`config.mk`:
```
export PLATFORM = sky130hd
export DESIGN_NAME = sprite_store_match
export DESIGN_NICKNAME = d
export VERILOG_FILES = /design/src/rtl/sprite_store_match.sv
export SDC_FILE = /design/constraint.sdc
export NUM_CORES = 1
export LEC_CHECK = 0
export BUFFER_PORTS_ARGS = -buffer_cell sky130_fd_sc_hd__buf_2
export CELL_PAD_IN_SITES_DETAIL_PLACEMENT = 1
export CELL_PAD_IN_SITES_GLOBAL_PLACEMENT = 1
export CORE_MARGIN = 2
export CORE_UTILIZATION = 46
export CTS_CLUSTER_DIAMETER = 50
export CTS_CLUSTER_SIZE = 25
export DETAILED_ROUTE_END_ITERATION = 6
export GPL_ROUTABILITY_DRIVEN = 0
export MAX_ROUTING_LAYER = met4
export PLACE_DENSITY = 0.88
export SLEW_MARGIN = 10
export SYNTH_ARGS = -nofsm -noshare
export SYNTH_HDL_FRONTEND = slang
export SYNTH_SLANG_ARGS = --single-unit
```
`constraint.sdc`:
```
create_clock -name clk1 -period 5.5 [get_ports clk1]
set_input_delay 0.275 -clock clk1 [delete_from_list [all_inputs] [get_ports clk1]]
set_output_delay 0.275 -clock clk1 [all_outputs]
set_load 0.005 [all_outputs]
```
`src/rtl/sprite_store_match.sv`:
```
// Per-line sprite store with X-match lookup and a two-state fetch requester.
// Optional sticky store-full flag is enabled by defining SPRITE_STORE_OVERFLOW_EN.
module sprite_store_match #(
    parameter int SLOTS = 10,
    parameter int XW    = 8
) (
    input  logic          clk1,
    input  logic          reset_video,
    input  logic          line_start,
    input  logic          wr_en,
    input  logic [XW-1:0] wr_x,
    input  logic [5:0]    wr_idx,
    input  logic [3:0]    wr_line,
    input  logic          render_en,
    input  logic [XW-1:0] pix_x,
    output logic          fetch_req,
    output logic [5:0]    fetch_idx,
    output logic [3:0]    fetch_line,
    input  logic          fetch_ack,
    output logic          stall,
    output logic [3:0]    count,
    output logic          overflow
);

    // Handshake: fetch_req rises the cycle after a match and holds fetch_idx and
    // fetch_line stable until a one-cycle fetch_ack (or an abort) is seen.
    typedef enum logic {
        S_IDLE = 1'b0,
        S_REQ  = 1'b1
    } state_t;

    state_t            state_q, state_d;
    logic [SLOTS-1:0]  valid_q, valid_d;
    logic [XW-1:0]     x_q    [SLOTS];
    logic [5:0]        idx_q  [SLOTS];
    logic [3:0]        line_q [SLOTS];
    logic [3:0]        count_q, count_d;
    logic [3:0]        sel_q, sel_d;
    logic [5:0]        fetch_idx_q, fetch_idx_d;
    logic [3:0]        fetch_line_q, fetch_line_d;

    logic [SLOTS-1:0]  match;
    logic              any_match;
    logic [3:0]        sel_c;
    logic [5:0]        match_idx;
    logic [3:0]        match_line;
    logic              store_full;
    logic              wr_accept;
    logic              ack_clear;

    assign store_full = (count_q == 4'(SLOTS));
    assign wr_accept  = wr_en && !line_start && !store_full;

    // Lowest matching slot wins: scan downwards so the smallest index is last written.
    always_comb begin
        match      = '0;
        sel_c      = '0;
        match_idx  = '0;
        match_line = '0;
        for (int i = 0; i < SLOTS; i++) begin
            match[i] = valid_q[i] && render_en && (x_q[i] == pix_x);
        end
        for (int i = SLOTS - 1; i >= 0; i--) begin
            if (match[i]) begin
                sel_c      = 4'(i);
                match_idx  = idx_q[i];
                match_line = line_q[i];
            end
        end
    end

    assign any_match = |match;

    always_comb begin
        state_d      = state_q;
        sel_d        = sel_q;
        fetch_idx_d  = fetch_idx_q;
        fetch_line_d = fetch_line_q;
        ack_clear    = 1'b0;
        if (line_start) begin
            state_d = S_IDLE;
        end else begin
            case (state_q)
                S_IDLE: begin
                    if (any_match) begin
                        state_d      = S_REQ;
                        sel_d        = sel_c;
                        fetch_idx_d  = match_idx;
                        fetch_line_d = match_line;
                    end
                end
                S_REQ: begin
                    // Abort keeps the slot valid so the same sprite is requested again.
                    if (!render_en) begin
                        state_d = S_IDLE;
                    end else if (fetch_ack) begin
                        state_d   = S_IDLE;
                        ack_clear = 1'b1;
                    end
                end
                default: state_d = S_IDLE;
            endcase
        end
    end

    always_comb begin
        valid_d = valid_q;
        if (line_start) begin
            valid_d = '0;
        end else begin
            for (int i = 0; i < SLOTS; i++) begin
                if (ack_clear && (sel_q == 4'(i))) valid_d[i] = 1'b0;
                if (wr_accept && (count_q == 4'(i))) valid_d[i] = 1'b1;
            end
        end
    end

    always_comb begin
        count_d = count_q;
        if (line_start) begin
            count_d = '0;
        end else if (wr_accept) begin
            count_d = count_q + 4'd1;
        end
    end

    always_ff @(posedge clk1 or posedge reset_video) begin
        if (reset_video) begin
            state_q      <= S_IDLE;
            valid_q      <= '0;
            count_q      <= '0;
            sel_q        <= '0;
            fetch_idx_q  <= '0;
            fetch_line_q <= '0;
        end else begin
            state_q      <= state_d;
            valid_q      <= valid_d;
            count_q      <= count_d;
            sel_q        <= sel_d;
            fetch_idx_q  <= fetch_idx_d;
            fetch_line_q <= fetch_line_d;
        end
    end

    always_ff @(posedge clk1 or posedge reset_video) begin
        if (reset_video) begin
            for (int i = 0; i < SLOTS; i++) begin
                x_q[i]    <= '0;
                idx_q[i]  <= '0;
                line_q[i] <= '0;
            end
        end else begin
            for (int i = 0; i < SLOTS; i++) begin
                if (wr_accept && (count_q == 4'(i))) begin
                    x_q[i]    <= wr_x;
                    idx_q[i]  <= wr_idx;
                    line_q[i] <= wr_line;
                end
            end
        end
    end

`ifdef SPRITE_STORE_OVERFLOW_EN
    logic overflow_q;

    always_ff @(posedge clk1 or posedge reset_video) begin
        if (reset_video) begin
            overflow_q <= 1'b0;
        end else if (line_start) begin
            overflow_q <= 1'b0;
        end else if (wr_en && store_full) begin
            overflow_q <= 1'b1;
        end
    end

    assign overflow = overflow_q;
`else
    assign overflow = 1'b0;
`endif

    assign fetch_req  = (state_q == S_REQ);
    assign fetch_idx  = fetch_idx_q;
    assign fetch_line = fetch_line_q;
    assign count      = count_q;
    assign stall      = any_match || (state_q == S_REQ);

endmodule

```
==> flow_summary.ini, run 1 <==
[status]
status = finished, final reports clean

[clocking]
cts.clk_slew.worst_paths_ns = 0.06
root_buffer = clkbuf_16
htree_levels = 1
ctsLongestPathBuffers = 3
cts_buffers = 25
cts_resized = 0
clock_sinks = 209
tritoncts = done
clk_latency_ns = 0.54

[synthesis]
synth_area_leaders = dfrtp_1 (51%), mux2_2 (20%), xor2_1 (5.7%), nor2_1 (1.7%), xnor2_1 (1.4%)
synth_top_family_by_area = multiplexers
yosysUniqueCellTypes = 59
synth-simple-area-share_pct = 10.42
yosysTopAreaCell = dfrtp_1
synthAdderAreaFrac_pct = 0.4922
yosysTopAreaCellShare_pct = 51.43
syn_avg_cell_area_um2 = 12.13
synthArstFlopShare_pct = 100.0
synth-xor-area-share_pct = 7.223
synth_edf_count = 0
synthTopCellsByCount = dfrtp_1 (209), mux2_2 (181), xor2_1 (66)
synth_nets = 874
ys_seq_elements = 209
yosysSeqAreaShare_pct = 51.43
synth_compound_area_share_pct = 7.001
synthCells = 838
synth_flop_cell = dfrtp_1
synth.area.mux_share_pct = 20.24
synth_most_common_cell = dfrtp_1
ys_warn_count = 0
synthesis.area_mm2 = 0.01017

[worst_setup_path]
cp.arrival_ns = 4.07
r2r-start = x_q[23]
crit_fanout = 23
max_stage_delay_ns = 0.94
startpoint = x_q[23]
timing_worst_setup_path_type = register to register
crit_chain = xor2_1 > nor4_2 > and3_1 > nor4_4 > a31oi_4 > or4b_1 > o21ai_1
worstSetupStartpointType = register
critPathCaptureType = register
path_buf_inv = 0
worstPathRequired_ns = 5.97
critPathSlowestCell = nor4_2
cp_top_family = simple AND/OR/NAND/NOR gates

[placement]
port_buffers = 47
dpl.hpwl_um = 19080

[sta]
slew_headroom_pct = 14.75
fin_setup_tns_ns = 0
period_needed_ns = 3.598
rsz0062_at_grt = no
skew_ns = 0.02476
fmax_mhz = 277.9
post-route-period-util_pct = 65.42
final_hold_viol_count = 0
tightest_slew_ns = 1.276
setup_viol = 0
maxSlewViolCount = 0

[floorplan]
die_w_um = 152.7
dieArea_mm2 = 0.02331
initial_utilization_pct = 46.74
core.rowCount = 54
boundaryPins = 49
core_mm2 = 0.02176
dieHeight_um = 152.7

[drt]
drc = 0
drt-initial-drc-count = 558
num_vias = 7335
post_drt_wl_per_cell_um = 27.04
drt-total-wl_um = 31320
ant_nets = 0
firstDrtPassIters = 5
drt-vias-per-instance = 6.334

[cells_and_area]
antennaDiodeCount = 0
drive_gt1_share_pct = 33.83
fin_util_pct = 52.63
fill_cells = 2254
finalNetCount = 896
syn_to_final_growth_pct = 12.61

[min_path]
hold_path_startpoint = fetch_ack
holdCritPathClass = primary input to register

[grt]
grt_max_degree = 65
grt_overflow = 0
antenna_found_initial = 0
grt_usage_pct = 27.56
grt_pass1_wl_um = 49000
grt_pass1_vias = 7982

[power_and_ir_drop]
power_density_mw_per_mm2 = 361.9
p_int_mw = 3.047
ir_drop_mv = 0.2028
switchingPower_mw = 1.096
comb_power_share_pct = 10.7
p_leak_nw = 5.661
power.share.clock_pct = 44.4
sequentialPowerShare_pct = 44.9
p_sw_share_pct = 26.46

[job]
drv_cap = 0
## cell families after synthesis
logic type,count (synthesis)
adders and majority gates,4
muxes,183
DFF,209
and+or+nand+nor,190
buffers and inverters,67
other,1
xor gates and xnor gates,83
AOI/OAI and AO/OA,101
## metal layers
metal	track usage, %	routed length [um]	vias to the layer above
li1	-	-	3061
met1	35.86	13330	3871
met2	43.39	14970	306
met3	4.920	1940	97
met4	10.32	1077	0
met5	-	0	-
## repair_timing
action | in CTS | in global routing
setup buffers | 0 | 0
hold buffers | 1 | 0
endpoints found under the hold margin | 29 | 0
## state kept, by name (all words and copies together), names as in the netlist
signal,count
x_q,80
fetch_line,4
sel_q,4
fetch_idx,6
valid_q,10
idx_q,60
count,4
line_q,40
fetch_req,1
## tightest hold or removal path, delay by kind of cell
family | cells | cell delay, ns
buffers and inverters | 1 | 0.10
AND/OR/NAND/NOR | 1 | 0.03
AO/OA/AOI/OAI | 1 | 0.11
## cells in the final DEF (no fill, tap or decap), types with 4 or more instances in the layout
cell type | Yosys | routed
nor3_1 | 16 | 15
a211oi_1 | 6 | 6
nand3_1 | 15 | 15
buf_2 | 7 | 47
a22o_1 | 8 | 8
nor4_1 | 9 | 7
a21oi_1 | 14 | 14
xnor2_1 | 16 | 16
o22ai_1 | 8 | 8
bufinv_16 | 0 | 5
or3_1 | 12 | 12
nor2_1 | 46 | 46
xor2_1 | 66 | 66
dfrtp_1 | 209 | 209
a31oi_1 | 8 | 8
and3_1 | 15 | 15
buf_4 | 8 | 7
a211o_1 | 14 | 14
inv_1 | 7 | 6
ha_1 | 4 | 4
nand2_1 | 28 | 28
a32o_1 | 5 | 5
o21ai_0 | 21 | 21
nor4_2 | 2 | 4
nand4_1 | 22 | 22
inv_6 | 0 | 7
mux2_2 | 181 | 181
clkinvlp_4 | 0 | 4
clkbuf_16 | 0 | 25
## final timing paths
| check | to | cells past startpoint | slack (ns) |
|---|---|---|---|
| worst max-delay path | fetch_line[3] | 7 | 1.90 |
| worst min-delay path | fetch_req | 3 | 0.02 |
| worst max register to register | fetch_line[3] | 7 | 1.90 |
| worst min register to register | idx_q[48] | 1 | 0.51 |
| max in group asynchronous | line_q[28] | 4 | 3.79 |
| min in group asynchronous | x_q[50] | 3 | 0.41 |
## cell type report
type | instances | area, um^2 | share of cell area (%)
Sequential cell | 209 | 5230 | 45.67
Multi-Input combinational cell | 562 | 4636 | 40.48
Clock buffer | 26 | 639.4 | 5.583
Tap cell | 280 | 350.3 | 3.059
Timing Repair Buffer | 55 | 297.8 | 2.601
Clock inverter | 19 | 267.8 | 2.338
Inverter | 7 | 30.03 | 0.2622
## metrics by stage
step | power (mW) | setup WS [ns] | hold slack [ns] | instance area (um^2) | instances
finish | 4.144 | 1.902 | 0.01877 | 11450 | 1158
global route | 4.285 | 1.705 | 0.01564 | 11450 | 1158
CTS | 4.159 | 1.826 | 0.006967 | 11450 | 1158
detailed placement | 2.314 | 1.837 | 0.4064 | 10530 | 1112
global placement | 2.266 | 2.017 | 0.4084 | 10530 | 1112
floorplan | 2.166 | 2.511 | 0.4419 | 10170 | 838
## power groups by stage
stage	sequential [mW]	clock, mW	combinational [mW]
6_report	1.86	1.84	0.444
5_1_grt	1.88	1.92	0.483
4_1_cts	1.86	1.86	0.445
3_5_place_dp	1.88	0	0.435
3_3_place_gp	1.86	0	0.407
2_1_floorplan	1.84	0	0.328
Note: power is estimated with default switching activity, not from simulation.
==> inputs of run 2 (changes only) <==
--- a/config.mk
+++ b/config.mk
@@ -5,11 +5,12 @@
 export SDC_FILE = /design/constraint.sdc
 export NUM_CORES = 1
 export LEC_CHECK = 0
+export ABC_AREA = 1
 export BUFFER_PORTS_ARGS = -buffer_cell sky130_fd_sc_hd__buf_2
 export CELL_PAD_IN_SITES_DETAIL_PLACEMENT = 1
 export CELL_PAD_IN_SITES_GLOBAL_PLACEMENT = 1
 export CORE_MARGIN = 2
-export CORE_UTILIZATION = 46
+export CORE_UTILIZATION = 42
 export CTS_CLUSTER_DIAMETER = 50
 export CTS_CLUSTER_SIZE = 25
 export DETAILED_ROUTE_END_ITERATION = 6
==> constraint.sdc (replaced) <==
create_clock -name clk1 -period 2.95 [get_ports clk1]
set_input_delay 0.1475 -clock clk1 [delete_from_list [all_inputs] [get_ports clk1]]
set_output_delay 0.1475 -clock clk1 [all_outputs]
set_load 0.005 [all_outputs]
==> flow_summary.ini, run 2 <==
[status]
status = finished, final reports clean

[drt]
firstDrtPassIters = 5
post_drt_wl_per_cell_um = 20.95
drc = 0
drt-initial-drc-count = 830
ant_nets = 0
drt-total-wl_um = 36330
drt-vias-per-instance = 5.692
num_vias = 9870

[sta]
setup_ws_ns = 0.2797
rsz0062_at_grt = no
post-route-period-util_pct = 90.52
period_needed_ns = 2.670
tightest_slew_ns = 1.041
slew_headroom_pct = 30.39
maxSlewViolCount = 0
fin_setup_tns_ns = 0
skew_ns = 0.02460
fmax_mhz = 374.5
final_hold_viol_count = 0
setup_viol = 0

[cells_and_area]
final_common_cell = nand2_1
mostFrequentLayoutCells = nand2_1 (428), dfrtp_1 (209), o21ai_0 (208), nor2_1 (110), inv_1 (82)
largest-register = x_q
finalNetCount = 1423
largest_registers = x_q (80), idx_q (60), line_q (40)
syn_to_final_growth_pct = 16.13
largest_register_ffs = 80
drive_gt1_share_pct = 12.99
fill_cells = 2994
final-instance-count-excl-fill = 1734

[power_and_ir_drop]
switchingPower_mw = 2.443
sequentialPowerShare_pct = 43.4
p_leak_nw = 5.968
ir_drop_mv = 0.5227
power.share.clock_pct = 44.5
power_density_mw_per_mm2 = 678.7
p_sw_share_pct = 29.78
p_int_mw = 5.760
comb_power_share_pct = 12.2

[worst_setup_path]
cp.arrival_ns = 2.52
max_stage_delay_ns = 0.45
critPathSlowestCell = dfrtp_1
critPathCaptureType = primary output
timing_worst_setup_path_type = register to primary output
crit_top_cell = nand3_1
worstSetupStartpointType = register
worstPathRequired_ns = 2.80
crit_chain = or2_2 > nand3_1 > nor2_1 > nand3_1 > nand2_1 > nor2_4 > nand3b_1 > or2_1 > buf_2
crit_fanout = 3

[floorplan]
die_w_um = 161.4
core.rowCount = 57
dieHeight_um = 161.4
dieArea_mm2 = 0.02605
boundaryPins = 49
core_mm2 = 0.02432
initial_utilization_pct = 42.79

[synthesis]
synth.area.mux_share_pct = 0.1082
synth-simple-area-share_pct = 26.79
synthCells = 1335
synthArstFlopShare_pct = 100.0
yosysUniqueCellTypes = 43
yosysTopAreaCellShare_pct = 50.25
synth_compound_area_share_pct = 13.75
ys_seq_elements = 209
yosysSeqAreaShare_pct = 50.25
synth_top_family_by_area = simple AND/OR/NAND/NOR gates
synth_edf_count = 0
synthAdderAreaFrac_pct = 0.4809
yosysTopAreaCell = dfrtp_1
synth-xor-area-share_pct = 1.936
synth_area_leaders = dfrtp_1 (50%), nand2_1 (15%), o21ai_0 (10%), nor2_1 (4.0%), inv_1 (3.0%)
ys_warn_count = 0
synthTopCellsByCount = nand2_1 (428), dfrtp_1 (209), o21ai_0 (208)
synth_flop_cell = dfrtp_1
syn_avg_cell_area_um2 = 7.796
synth_most_common_cell = nand2_1
synth_nets = 1371
synthesis.area_mm2 = 0.01041

[clocking]
cts.clk_slew.worst_paths_ns = 0.06
htree_levels = 1
clock_sinks = 209
clk_latency_ns = 0.56
root_buffer = clkbuf_16
cts_buffers = 28
ctsLongestPathBuffers = 3
tritoncts = done

[grt]
antenna_found_initial = 1
grt_usage_pct = 29.26
grt_overflow = 0
grt_max_degree = 50
grt_pass1_vias = 10440
grt_pass1_wl_um = 58430

[placement]
pre_cts_slack_ns = 0.5189
dp.cells = 1677
port_buffers = 47
dpl.hpwl_um = 23310

[job]
drv_cap = 0

[min_path]
holdCritPathClass = primary input to register
run 2: cells by family after synthesis:
logic type      Yosys count
simple gates            666
compound gates          274
flops                   209
buf+inv                 157
xor+xnor                 23
fa+ha+maj                 4
other cells               1
mux                       1
run 2: layer usage:
metal	part of all wire [%]	global-route usage [%]
met5	0	-
met4	3.7	10.11
met3	6.8	4.879
met2	46	46.29
met1	43	38.34
run 2: power groups by stage:
stage,logic (mW),clock network (mW),registers [mW]
detailed placement,0.968,0,3.57
CTS,1.00,3.68,3.55
global route,1.14,3.79,3.60
finish,0.998,3.65,3.56
global placement,0.902,0,3.55
floorplan,0.685,0,3.48
run 2: repair_timing:
action	CTS	global route
resized for setup	0	0
setup buffers	0	0
endpoints found under the hold margin	31	0
hold buffers	4	0
setup endpoints to repair	0	0
run 2: worst paths after layout:
kind	start	to	cells after the start	slack, ns
worst max-delay path	x_q[72]	stall	9	0.28
worst min-delay path	wr_idx[5]	idx_q[59]	3	0.02
worst max register to register	count[0]	x_q[63]	6	0.51
worst min register to register	idx_q[24]	idx_q[24]	2	0.49
max in group asynchronous	reset_video	x_q[46]	4	1.82
min in group asynchronous	reset_video	x_q[57]	3	0.31
run 2: per-stage QoR:
step                cell area (um^2)  power [mW]  hold WS, ns  util [%]
floorplan                      10410       4.168       0.2548         -
global placement               11030       4.457       0.3488     45.34
detailed placement             11030       4.541       0.3483     45.34
CTS                            12080       8.225      0.01575     49.69
global route                   12090       8.528      0.03293     49.70
finish                         12090       8.203      0.02431     49.70
run 2: critical path, delay by kind of cell, from the launching register on:
family / cells / cell delay (ns)
and+or+nand+nor: 8 / 1.39
DFF: 1 / 0.45
buffers and inverters: 1 / 0.14
run 2: final cells by class:
| type | instances | area [um^2] | area share [%] |
|---|---|---|---|
| diodes | 1 | 2.502 | 0.02070 |
| clock buffers | 31 | 742.0 | 6.139 |
| clock inverters | 21 | 275.3 | 2.277 |
| inverters | 95 | 360.3 | 2.981 |
| multi-input cells | 969 | 4486 | 37.11 |
| flip-flops and latches | 209 | 5230 | 43.27 |
| well taps | 324 | 405.4 | 3.354 |
| repair buffers | 84 | 585.6 | 4.845 |
